`src/rtl/alu_mul_seq_pkg.sv`:
```
// alu_mul_seq_pkg: shared states, ALU function codes and iteration count for the multiply sequencer
package alu_mul_seq_pkg;
  typedef enum logic [2:0] {IDLE, NEGA, NEGB, ITER, NEGLO, NEGHI, DONE} state_t;
  localparam logic [3:0] ALU_ADD = 4'b0000;
  localparam logic [3:0] ALU_SUB = 4'b0100;
  localparam int N_ITER = 32;
endpackage

```
`src/rtl/alu_mul_seq.sv`:
```
// alu_mul_seq: iterative 32x32->64 MULT/MULTU sequencer that borrows the shared ALU for every add/negate
module alu_mul_seq
  import alu_mul_seq_pkg::*;
(
  input  logic        clock,
  input  logic        reset,
  input  logic        start,
  input  logic        sign,
  input  logic [31:0] op_a,
  input  logic [31:0] op_b,
  input  logic [31:0] alu_r,
  output logic [31:0] alu_a,
  output logic [31:0] alu_b,
  output logic [3:0]  alu_aluc,
  output logic        alu_own,
  output logic        busy,
  output logic        done,
  output logic [31:0] hi,
  output logic [31:0] lo
);
  state_t      r_state, w_next;
  logic [31:0] r_mcand, r_hi, r_lo;
  logic [4:0]  r_cnt;
  logic        r_sign, r_neg, r_lo_zero;
  logic        w_carry;
  assign w_carry = alu_r < r_hi;
  always_comb begin
    w_next = r_state;
    case (r_state)
      IDLE:    w_next = start ? NEGA : IDLE;
      NEGA:    w_next = NEGB;
      NEGB:    w_next = ITER;
      ITER:    w_next = (r_cnt == 5'(N_ITER - 1)) ? NEGLO : ITER;
      NEGLO:   w_next = NEGHI;
      NEGHI:   w_next = DONE;
      default: w_next = IDLE;
    endcase
  end
  always_comb begin
    alu_own  = r_state inside {NEGA, NEGB, ITER, NEGLO, NEGHI};
    alu_aluc = !alu_own ? 4'd0 : (r_state == ITER) ? ALU_ADD : ALU_SUB;
    alu_a    = (r_state == ITER) ? r_hi :
               (r_state == NEGHI) ? (r_lo_zero ? 32'd0 : 32'hFFFF_FFFF) : 32'd0;
    alu_b    = (r_state == NEGA) ? r_mcand :
               (r_state == NEGB || r_state == NEGLO) ? r_lo :
               (r_state == ITER) ? (r_lo[0] ? r_mcand : 32'd0) :
               (r_state == NEGHI) ? r_hi : 32'd0;
    busy     = r_state != IDLE;
    done     = r_state == DONE;
    hi       = r_hi;
    lo       = r_lo;
  end
  always_ff @(posedge clock) begin
    if (reset) begin
      r_state   <= IDLE;
      r_mcand   <= '0;
      r_hi      <= '0;
      r_lo      <= '0;
      r_cnt     <= '0;
      r_sign    <= 1'b0;
      r_neg     <= 1'b0;
      r_lo_zero <= 1'b0;
    end else begin
      r_state <= w_next;
      case (r_state)
        IDLE: if (start) begin
          r_mcand <= op_a;
          r_lo    <= op_b;
          r_hi    <= '0;
          r_sign  <= sign;
          r_neg   <= sign & (op_a[31] ^ op_b[31]);
          r_cnt   <= '0;
        end
        NEGA: if (r_sign & r_mcand[31]) r_mcand <= alu_r;
        NEGB: if (r_sign & r_lo[31]) r_lo <= alu_r;
        ITER: begin
          {r_hi, r_lo} <= {w_carry, alu_r, r_lo[31:1]};
          r_cnt        <= r_cnt + 5'd1;
        end
        NEGLO: begin
          r_lo_zero <= r_lo == '0;
          if (r_neg) r_lo <= alu_r;
        end
        NEGHI: if (r_neg) r_hi <= alu_r;
        default: ;
      endcase
    end
  end
endmodule

```
`config.mk`:
```
export PLATFORM = sky130hd
export DESIGN_NAME = alu_mul_seq
export DESIGN_NICKNAME = d
export VERILOG_FILES = /design/src/rtl/alu_mul_seq_pkg.sv /design/src/rtl/alu_mul_seq.sv
export SDC_FILE = /design/constraint.sdc
export NUM_CORES = 1
export LEC_CHECK = 0
export ABC_AREA = 1
export CAP_MARGIN = 20
export CORE_MARGIN = 5
export CORE_UTILIZATION = 30
export DETAILED_ROUTE_END_ITERATION = 7
export GPL_TIMING_DRIVEN = 0
export SLEW_MARGIN = 20
export SYNTH_ARGS = -nofsm -noshare
export SYNTH_HDL_FRONTEND = slang
export SYNTH_SLANG_ARGS = --single-unit
```
`constraint.sdc`:
```
create_clock -name clock -period 1.94 [get_ports clock]
set_clock_uncertainty 0.15 [all_clocks]
set_input_delay 0.582 -clock clock [delete_from_list [all_inputs] [get_ports clock]]
set_output_delay 0.582 -clock clock [all_outputs]
set_load 0.01 [all_outputs]
```
==> qor.csv <==
stage,metric,value,unit
global_routing,initial antenna violation count,0,
global_routing,grt ovf,0,
floorplan,die area,25600,um^2
synthesis,Netlist cell types,36,
layout,fin nets,1423,
worst_setup_path,Critical Path AT,1.91,ns
global_routing,largest net degree at the start of global routing,18,
layout,ANT cells,0,
synthesis,Synth area leaders,"dfxtp_1, nand2_1, inv_1",
cts,hold_buf cts,0,
synthesis,Yosys top cell area share,0.318,
cts,H-tree levels,3,
run,Max-Cap Viols,0,
cts,Clock Pin Slew Worst Setup and Hold Paths,0.08,ns
status,failing checks,setup timing,
place,gpl congestion,0.874,
floorplan,Chip Height,160,um
worst_setup_path,CP Launch Type,flip-flop,
timing,Fmax,0.379,GHz
routing,via count,8656,
cts,clock sinks,107,
place,Placement Setup Slack,-1.06,ns
timing,Tmin final,2.64,ns
cts,CTS tree,done,
pwr,leakage power,0.00531,uW
worst_setup_path,CP endpoint kind,output pin,
routing,drt first pass iters,5,
cts,Skew-Pair Late Insertion Delay,0.36,ns
timing,Slew @ Worst Pin,0.816,ns
timing,Max transition margin,0.456,
floorplan,Core Box Area,22000,um^2
place,Port Buffers,230,
synthesis,synthesized instance count,952,
timing,endpoints failing setup,131,
floorplan,Row Count,54,
timing,Final Cycle Share,1.36,
layout,area added between synthesis and finish,83.7,%
cts,total CTS buffers,9,
layout,ratio of cells with drive above 1 in the final layout,0.373,
global_routing,Total GRT Usage,0.251,
timing,min setup slack post-route,-0.702,ns
worst_setup_path,Critical Path Fanout Max,5,
routing,number of routed nets with antenna violations,0,
place,DP HPWL,23.3,mm
cts,Root Buffer,clkbuf_16,
worst_setup_path,critical path class,flip-flop to output pin,
synthesis,Post-synth EDFFs,0,
floorplan,Starting Density,0.307,
global_routing,vias in the first global route,8592,
synthesis,Synth async-reset ratio,0,
global_routing,first-pass GRT wire length,50.7,mm
routing,Initial DRC Count,658,
synthesis,sequential-to-total area share from yosys stat,0.318,
timing,Max Slew Vio Count,0,
timing,TNS Setup,-62.91,ns
floorplan,io pins,235,
synthesis,Yosys Warn Count,0,
routing,drt total wl,35.0,mm
routing,vias per std cell,5.50,
synthesis,"Cell Area, Synth",6740,um^2
routing,mean routed wirelength per cell,22.2,um
status,run status,"finished, violations left",
layout,fillers,2001,
floorplan,Chip Width,160,um
synthesis,"FF+latch count, synth",107,
pwr,Power Dens Cells,748,nW/um^2
timing,Final Hold Fails,0,
synthesis,ys flop type,dfxtp_1,
worst_setup_path,CP required,1.21,ns
cts,Max Root-Sink Buffers,2,
synthesis,leading area contributor after synthesis,dfxtp_1,
min_path,Worst Hold Class,flip-flop to flip-flop,
synthesis,Syn Area/Cell,7.08,um^2
pwr,peak supply drop,0.414,mV
timing,RSZ-0062 raised after global routing,yes,
routing,DRC viols,0,
[cells in the final DEF (no fill, tap or decap), types with 39 or more instances in the layout]
cell and n:
nand2_1 140, inv_1 140, dfxtp_1 100, dlygate4sd2_1 80
clkdlybuf4s50_1 80, buf_2 56, o21ai_2 52, a21oi_1 46
buf_6 46, buf_4 44, o21ai_0 39
[final timing paths]
| kind | cells past startpoint | slack (ns) | start | to |
|---|---|---|---|---|
| worst max-delay path | 10 | -0.70 | r_state[1] | alu_b[19] |
| worst min-delay path | 2 | 0.33 | r_cnt[3] | r_cnt[3] |
| worst max register to register | 13 | -0.38 | r_state[1] | hi[22] |
| worst min register to register | 2 | 0.33 | r_cnt[3] | r_cnt[3] |
[synthesized netlist by cell type, types with 2 or more instances]
cell,instances
clkbuf_1,45
o22ai_1,62
nor4_1,2
a211oi_1,4
inv_2,7
nand2_2,2
nand2_1,151
buf_2,17
nand4_1,8
ha_1,33
o21ai_1,29
inv_1,142
nor2_1,50
a31oi_1,34
nand3_1,12
dfxtp_1,107
o21ai_0,74
o221ai_1,32
a211oi_2,28
buf_4,9
buf_1,3
a21oi_1,57
a22oi_1,31
[cell families (layout without fill, tap and decap cells)]
logic type,after synthesis,in the layout,share of synthesized area
fa+ha+maj,33,33,0.0613
simple gates,231,233,0.138
compound gates,356,357,0.348
xor+xnor,1,1,0.00130
other cells,1,3,0.000556
buf+inv,223,561,0.132
flops,107,107,0.318
[area by class of cell]
class	count	area (um^2)	share of cell area
clock inverter	6	65.1	0.00525
multi-input combinational	627	5010	0.405
tap	280	350	0.0283
sequential	107	2160	0.174
inverter	149	586	0.0473
clock buffer	10	239	0.0193
buffer	72	800	0.0646
timing repair buffer	324	3180	0.256
[per-layer routing]
layer / global-route usage / vias to the layer above / share of wire / wire (um)
met5: 0 / - / 0 / 0
met4: 0.0860 / 0 / 0.035 / 1210
met3: 0.0379 / 75 / 0.074 / 2570
met2: 0.422 / 417 / 0.47 / 16600
met1: 0.329 / 4153 / 0.42 / 14600
li1: - / 4011 / - / -
[timing repair]
item                       4_1_cts  5_1_grt
resized for setup              648      129
gates cloned                    14        8
hold endpoints to repair         0        0
setup endpoints to repair      214      164
pin swaps                       61       36
setup buffers                   65       17
[flip-flops by register name (all words and copies together), names as in the netlist]
register	cells
r_lo_zero	1
r_neg	1
hi	32
r_cnt	5
r_state	3
lo	32
r_mcand	32
r_sign	1
[power by group]
group          total (uW)  internal, uW  switching [uW]  leakage [uW]
sequential           2800          2500             296      0.000887
combinational        4480          2060            2410       0.00427
clock                1990          1040             946      0.000148
[critical path: stages (launching register included)]
cell,delay [ns]
dfxtp_4,0.41
inv_8,0.06
nand3_4,0.10
o21ai_4,0.08
buf_12,0.15
clkbuf_8,0.15
buf_6,0.11
buf_4,0.13
a22oi_2,0.13
o22ai_2,0.08
buf_2,0.15
[metrics by stage]
step / util / cell area [um^2] / cells / hold slack [ns] / power, uW
3_5_place_dp: 0.445 / 9780 / 1464 / 0.309 / 5940
4_1_cts: 0.529 / 11600 / 1557 / 0.318 / 8700
2_1_floorplan: - / 7130 / 954 / 0.289 / 4460
5_1_grt: 0.564 / 12400 / 1575 / 0.358 / 9640
6_report: 0.564 / 12400 / 1575 / 0.326 / 9260
3_3_place_gp: 0.445 / 9780 / 1464 / 0.302 / 5920
No activity file was read; power rests on OpenSTA's default activity.
